===== src/rtl/gsim_ring_shreg.sv =====
// Circular operand buffer for the Gauss-Seidel datapath: shift, rotate, rotate-insert, clear, fixed taps.
// Optional GSIM_SHREG_TAP_REG_EN registers tap_data for one extra cycle of latency.
module gsim_ring_shreg #(
   parameter  int WIDTH    = 32,
   parameter  int DEPTH    = 16,
   parameter  int NUM_TAPS = 7,
   localparam int AW       = $clog2(DEPTH),
   parameter  logic [NUM_TAPS*AW-1:0] TAP_OFFS = 28'h1F2E3D0
) (
   input  logic                      clk,
   input  logic                      rst_n,
   input  logic                      cmd_valid,
   output logic                      cmd_ready,
   input  logic [1:0]                cmd_op,
   input  logic [AW-1:0]             rot_amt,
   input  logic                      in_valid,
   input  logic [WIDTH-1:0]          in_data,
   output logic [NUM_TAPS*WIDTH-1:0] tap_data,
   output logic                      out_valid,
   input  logic                      out_ready,
   output logic [WIDTH-1:0]          out_data,
   output logic [AW:0]               count,
   output logic                      full
);

   typedef enum logic [1:0] {OP_SHIFT, OP_ROT, OP_ROT_INS, OP_CLEAR} op_e;

   logic [WIDTH-1:0] mem     [DEPTH];
   logic [WIDTH-1:0] mem_nxt [DEPTH];
   logic [WIDTH-1:0] rot     [DEPTH];
   logic [NUM_TAPS*WIDTH-1:0] tap_c;
   op_e  op;
   logic accept, ins, evict;

   assign op        = op_e'(cmd_op);
   assign cmd_ready = !(op == OP_SHIFT && out_valid && !out_ready);
   assign accept    = cmd_valid && cmd_ready;
   assign ins       = accept && in_valid && (op == OP_SHIFT || op == OP_ROT_INS);
   assign evict     = accept && in_valid && op == OP_SHIFT;
   assign full      = (count == (AW+1)'(DEPTH));

   // Physical storage is kept in logical order; rotation is a per-entry mux.
   genvar gi;
   generate
      for (gi = 0; gi < DEPTH; gi++) begin : g_rot
         assign rot[gi] = mem[AW'(gi) + rot_amt];
      end
   endgenerate

   always_comb begin
      mem_nxt = mem;
      case (op)
         OP_SHIFT: if (in_valid) begin
            for (int i = 0; i < DEPTH-1; i++) mem_nxt[i] = mem[i+1];
            mem_nxt[DEPTH-1] = in_data;
         end
         OP_ROT: mem_nxt = rot;
         OP_ROT_INS: begin
            mem_nxt = rot;
            if (in_valid) mem_nxt[DEPTH-1] = in_data;
         end
         default: for (int i = 0; i < DEPTH; i++) mem_nxt[i] = '0;
      endcase
   end

   always_ff @(posedge clk or negedge rst_n) begin
      if (!rst_n) begin
         for (int i = 0; i < DEPTH; i++) mem[i] <= '0;
      end else if (accept) begin
         mem <= mem_nxt;
      end
   end

   always_ff @(posedge clk or negedge rst_n) begin
      if (!rst_n) begin
         count <= '0;
      end else if (accept && op == OP_CLEAR) begin
         count <= '0;
      end else if (ins && !full) begin
         count <= count + (AW+1)'(1);
      end
   end

   // A new eviction reloads the port in the same cycle the old entry drains.
   always_ff @(posedge clk or negedge rst_n) begin
      if (!rst_n) begin
         out_valid <= 1'b0;
         out_data  <= '0;
      end else if (evict) begin
         out_valid <= 1'b1;
         out_data  <= mem[0];
      end else if (accept && op == OP_CLEAR) begin
         out_valid <= 1'b0;
      end else if (out_ready) begin
         out_valid <= 1'b0;
      end
   end

   genvar gt;
   generate
      for (gt = 0; gt < NUM_TAPS; gt++) begin : g_tap
         assign tap_c[gt*WIDTH +: WIDTH] = mem[TAP_OFFS[gt*AW +: AW]];
      end
   endgenerate

`ifdef GSIM_SHREG_TAP_REG_EN
   always_ff @(posedge clk or negedge rst_n) begin
      if (!rst_n) tap_data <= '0;
      else        tap_data <= tap_c;
   end
`else
   assign tap_data = tap_c;
`endif

endmodule

===== config.mk =====
export PLATFORM = sky130hd
export DESIGN_NAME = gsim_ring_shreg
export DESIGN_NICKNAME = d
export VERILOG_FILES = /design/src/rtl/gsim_ring_shreg.sv
export SDC_FILE = /design/constraint.sdc
export NUM_CORES = 2
export LEC_CHECK = 0
export BUFFER_PORTS_ARGS = -buffer_cell sky130_fd_sc_hd__buf_4
export CAP_MARGIN = 10
export CORE_MARGIN = 2
export CORE_UTILIZATION = 45
export DETAILED_ROUTE_END_ITERATION = 10
export HOLD_SLACK_MARGIN = 0.03
export PLACE_DENSITY_LB_ADDON = 0.05
export SLEW_MARGIN = 0
export SYNTH_ARGS = -nofsm -noshare
export SYNTH_HDL_FRONTEND = slang
export SYNTH_SLANG_ARGS = --single-unit
export TNS_END_PERCENT = 5

===== constraint.sdc =====
create_clock -name clk -period 2.3 [get_ports clk]
set_input_delay 0.115 -clock clk [delete_from_list [all_inputs] [get_ports clk]]
set_output_delay 0.115 -clock clk [all_outputs]
set_load 0.005 [all_outputs]

# --- Yosys cells after proc, flatten, opt, wreduce, memory -nomap -nowiden ---
# Index checks and enable logic that the tools add are counted.
# Widths: inputs -> output; s select.
totals:
  regBits: 550
  input_bits: 43
  word_cells: 144
op_classes:
  n_bitwise: 16
  muxes: 56
  magnitude_cmp: 16
  add_sub_neg: 16
  eq_ne: 5
  reduce_logical: 16
ops:
  columns: ["operator", "count"]
  rows:
  - ["$bmux 32 s4", 16]
  - ["$pmux 512 s3", 1]
  - ["$mux 32", 33]
  - ["$mux 512", 1]
  - ["$ge 5x5->1 const B", 16]
  - ["$not 4->5", 16]
  - ["$add 4x4->4 const A", 8]
  - ["$add 3x4->4 const A", 4]
  - ["$mux 5", 2]
  - ["$add 2x4->4 const A", 2]
  - ["$logic_and 1x1->1", 8]
  - ["$add 5x1->5 const B", 1]
  - ["$eq 5x5->1 const B", 1]
  - ["$add 1x4->4 const A", 1]
  - ["$eq 2x2->1 const B", 2]
  - ["$logic_not 1->1", 3]
  - ["$mux 1", 3]
  - ["$reduce_bool 3->1", 1]
  - ["$eq 2x1->1 const B", 1]
  - ["$logic_not 2->1", 1]
  - ["$ne 2x2->1 const B", 1]
  - ["$reduce_and 2->1", 1]
  - ["$reduce_bool 2->1", 1]
  - ["$logic_or 1x1->1", 1]

# --- Logic depth before layout (Yosys ltp) ---
depth:
  depth_word: 10
  mapped_depth: 16
  mapped_depth_nobuf: 7

# --- Worst setup path before layout ---
# OpenSTA, ideal clock, no wires.
synth_timing:
  path_kind: "input port to flip-flop"
  startpoint: "in rot_amt[1]"
  endpoint: "reg mem[337] (netlist bit)"
  path_slack_ps: -941
  path_stages: 14
  path_buffers: 8
  arrival_time_ps: 3115
  setup_time_ps: 126
  cell_sequence: "buf_2 > buf_4 > buf_2 > buf_1 > inv_1 > ha_1 > clkbuf_1 > buf_2 > buf_2 > buf_2 > mux4_2 > nand2_1 > nand2_1 > a221o_1"
synth_via:
  elab_chain_len: 6
synth_lines:
  columns: ["element", "line", "rtl"]
  rows:
  - ["start, declared", "15", "input logic [AW-1:0] rot_amt,"]
  - ["$add 3x4->4", "46", "assign rot[gi] = mem[AW'(gi) + rot_amt];"]
  - ["$not 4->5 (implied by the code)", "46", null]
  - ["$bmux 32 s4", "46", null]
  - ["$mux 32 (implied by the code) (2 in a row)", "46", null]
  - ["$pmux 512 s3", "52", "case (op)"]
  - ["end signal, assigned", "70", "mem <= mem_nxt;"]
  - ["end, declared", "28", "logic [WIDTH-1:0] mem [DEPTH];"]
# No other way between the ends. The select of a mux whose other input is x is not followed.
# A chain may end at the register's enable or synchronous reset.

# --- Worst setup path in the final report ---
layout_timing:
  startpoint: "reg out_valid"
  endpoint: "out cmd_ready"
layout_via:
  elab_chain_len: 3
layout_lines:
  columns: ["element", "line", "rtl"]
  rows:
  - ["start, declared", "19", "output logic out_valid,"]
  - ["start signal, assigned", "87", "out_valid <= 1'b0;"]
  - ["start signal, assigned", "90", "out_valid <= 1'b1;"]
  - ["start signal, assigned", "93", "out_valid <= 1'b0;"]
  - ["$logic_and 1x1->1 (2 in a row)", "36", "assign cmd_ready = !(op == OP_SHIFT && out_valid && !out_ready);"]
  - ["$logic_not 1->1", "36", null]
  - ["end, declared", "13", "output logic cmd_ready,"]
# No other way between the ends.

==> results_dict.tcl <==
set metrics [dict create \
    cts_buffers 74 \
    grt_pass1_vias 43618 \
    cts_tree "built" \
    path_cells "nor2b_4 > buf_4 > buf_6 > nand2_1 > buf_4" \
    antenna_found_initial 3 \
    outcome "finished, final reports clean" \
    netlist_instances 4808 \
    place_congestion 0.906 \
    die_h_um 333 \
    ys_warn_count 0 \
    path_clk_slew_ns 0.05 \
    die_area_um2 111000 \
    grt_setup_unrepaired "no" \
    instances_no_fill 6279 \
    drc 0 \
    period_share_pct 95.7 \
    synthArstFlopShare_pct 100 \
    post-route-util_pct 52.2 \
    swShare_pct 38.3 \
    fin_worst_skew_ns 0.0197 \
    synth_fp_nets 4860 \
    cp.arrival_ns 2.09 \
    tns_ns 0 \
    cts_root_buf "clkbuf_16" \
    synth_area_leaders "dfrtp_1 28%, mux4_2 22%, mux2i_1 11%" \
    gr-usage-all-layers_pct 35.6 \
    synth_top_flop_cell "dfrtp_1" \
    max_slew_margin_pct 29.9 \
    mostFrequentLayoutCell "nand2_1" \
    worst_pin_slew_ns 1.05 \
    cts_max_level 3 \
    detailed_place_hpwl_um 132000 \
    max-cap-violations 0 \
    core_area_um2 107000 \
    worstPathRequired_ns 2.18 \
    clkPwrFrac_pct 29.2 \
    synth.ff_latch_count 550 \
    finalWirelength_um 200000 \
    place_inst 6121 \
    setup_viol 0 \
    synth.avg_cell_area_um2 10.1 \
    dr.pass1.iters 7 \
    cpPeakStageDelay_ns 0.37 \
    min_path_type "in2reg" \
    peakVddDrop_mv 0.563 \
    start_util_pct 45.4 \
    synth_top_area_share_pct 28.3 \
    p_comb_share_pct 35.9 \
    power_density_nw_per_um2 751 \
    final_hold_viol_count 0 \
    yosys.area.top_type "dfrtp_1" \
    io_buffers 306 \
    start_kind "register" \
    pwr-share-seq_pct 34.9 \
    fill_cells 9549 \
    dr.first_iter.drc_count 5270 \
    p_int_mw 25.9 \
    netlist_area_um2 48600 \
    final_cell_mix "737 x nand2_1, 556 x mux2i_1, 550 x dfrtp_1" \
    ys_types 60 \
    vias_per_cell 7.16 \
    power_mw 42.0 \
    area_growth_syn_to_layout_pct 15.0 \
    wl_per_cell_um 31.9 \
    ys_seq_area_share_pct 28.3 \
    crit_top_cell "buf_4" \
    layout-drive-gt1-share_pct 26.5 \
    core.rowCount 120 \
    slew_viol_final 0 \
    ant_nets 0 \
    period_minus_slack_ns 2.20 \
    total_leakage_power_nw 23.4 \
    grt_pass1_wl_um 299000 \
    clock.fmax_mhz 454 \
    gr-total-overflow 0 \
    grt_max_degree 109 \
    synth_edf_count 0 \
    numClockSinks 550 \
    layout.nets 4881 \
    p_switching_mw 16.1 \
    path_class "reg2out" \
    vias 44986 \
    ioPinCount 307 \
    critPathSlowestCell "dfrtp_1" \
    critPathMaxFanout 15 \
    cts_buffer_depth 3 \
    fp.dieW_um 333 \
    clkLatencyLatePin_ns 0.67 \
    worst_setup_path_end_kind "primary output" \
]
Yosys cell counts, types with 8 or more instances:
| cell | number |
|---|---|
| o211a_1 | 36 |
| nor2b_1 | 33 |
| o221ai_1 | 293 |
| o2111ai_1 | 28 |
| inv_1 | 20 |
| a21oi_1 | 300 |
| buf_2 | 177 |
| nor2_1 | 120 |
| nand3_1 | 76 |
| xnor2_1 | 8 |
| mux2_2 | 8 |
| buf_4 | 236 |
| o211ai_1 | 14 |
| o22ai_1 | 17 |
| buf_1 | 56 |
| a31oi_1 | 10 |
| ha_1 | 9 |
| nand2_1 | 749 |
| clkbuf_1 | 248 |
| nor3_1 | 9 |
| or3_1 | 67 |
| a222oi_1 | 37 |
| a22oi_1 | 263 |
| a31o_2 | 9 |
| a2bb2oi_1 | 14 |
| mux4_2 | 476 |
| o21ai_0 | 207 |
| o22a_1 | 57 |
| and3_1 | 18 |
| dfrtp_1 | 550 |
| a22o_1 | 30 |
| a2111oi_0 | 8 |
| xor2_1 | 11 |
| a221oi_1 | 10 |
| mux2i_1 | 556 |
power groups by stage:
stage	Sequential (mW)	Clock (mW)	Combinational, mW
floorplan	13.0	0	10.7
CTS	14.5	12.4	14.9
detailed placement	14.6	0	14.8
global route	14.8	12.8	16.1
finish	14.7	12.3	15.1
global placement	14.7	0	14.7
state kept, by name, indices dropped and copies added, names as in the netlist:
signal	cells
out_valid	1
mem	288
out_data	32
count	5
tap_data	224
worst paths after layout:
path                             start       endpoint  slack (ns)  cells past startpoint
max                          out_valid      cmd_ready         0.1                      5
max in group asynchronous        rst_n  tap_data[160]        1.59                      4
min in group asynchronous        rst_n       mem[264]        0.14                      3
max reg2reg                  out_valid  tap_data[100]        0.11                      5
min reg2reg                out_data[2]    out_data[2]        0.47                      2
min                          cmd_valid  tap_data[106]        0.11                      4
layout make-up:
cell class | count | area [um2] | share of cell area, %
flip-flops and latches | 550 | 13800 | 24.6
well taps | 1403 | 1760 | 3.14
clock buffers | 104 | 2230 | 3.99
multi-input cells | 3515 | 31300 | 55.9
repair buffers | 666 | 6560 | 11.7
clock inverters | 18 | 248 | 0.443
diodes | 1 | 2.50 | 0.00448
inverters | 22 | 95.1 | 0.170
worst max-delay path, delay by kind of cell (launching register included):
family | cells | cell delay (ns)
buffers and inverters | 3 | 0.65
DFF | 1 | 0.37
and+or+nand+nor | 2 | 0.39
logic make-up after synthesis:
logic type	after synthesis	share of synthesized area, %
DFF	550	28.3
and+or+nand+nor	1090	9.39
AOI/OAI and AO/OA	1354	19.8
adders and majority gates	9	0.232
muxes	1040	33.7
xor gates and xnor gates	22	0.466
buffers and inverters	743	8.08
per-layer routing:
metal  vias up  routed length [um]  GRT usage [%]
met5         -                   8              0
met4         2                9080           14.8
li1      18737                   -              -
met2      2867               90000           53.8
met1     22903               80000           49.1
met3       477               21200           8.31
what timing repair did:
item / CTS / global route
buffers inserted: 0 / 0
setup endpoints to repair: 0 / 1
gates resized for setup: 0 / 1
hold endpoints to repair: 564 / 0
hold buffers: 35 / 0
metrics by stage:
step	area [um2]	hold slack, ns	worst slack (ns)
after floorplan	48900	-0.181	-0.0942
after global placement	53100	0.0478	0.0588
after detailed placement	53100	0.0503	0.0420
after CTS	55900	0.0715	0.0114
after global routing	55900	0.130	0.0343
final	55900	0.111	0.0984
(Power assumes the default switching activity.)
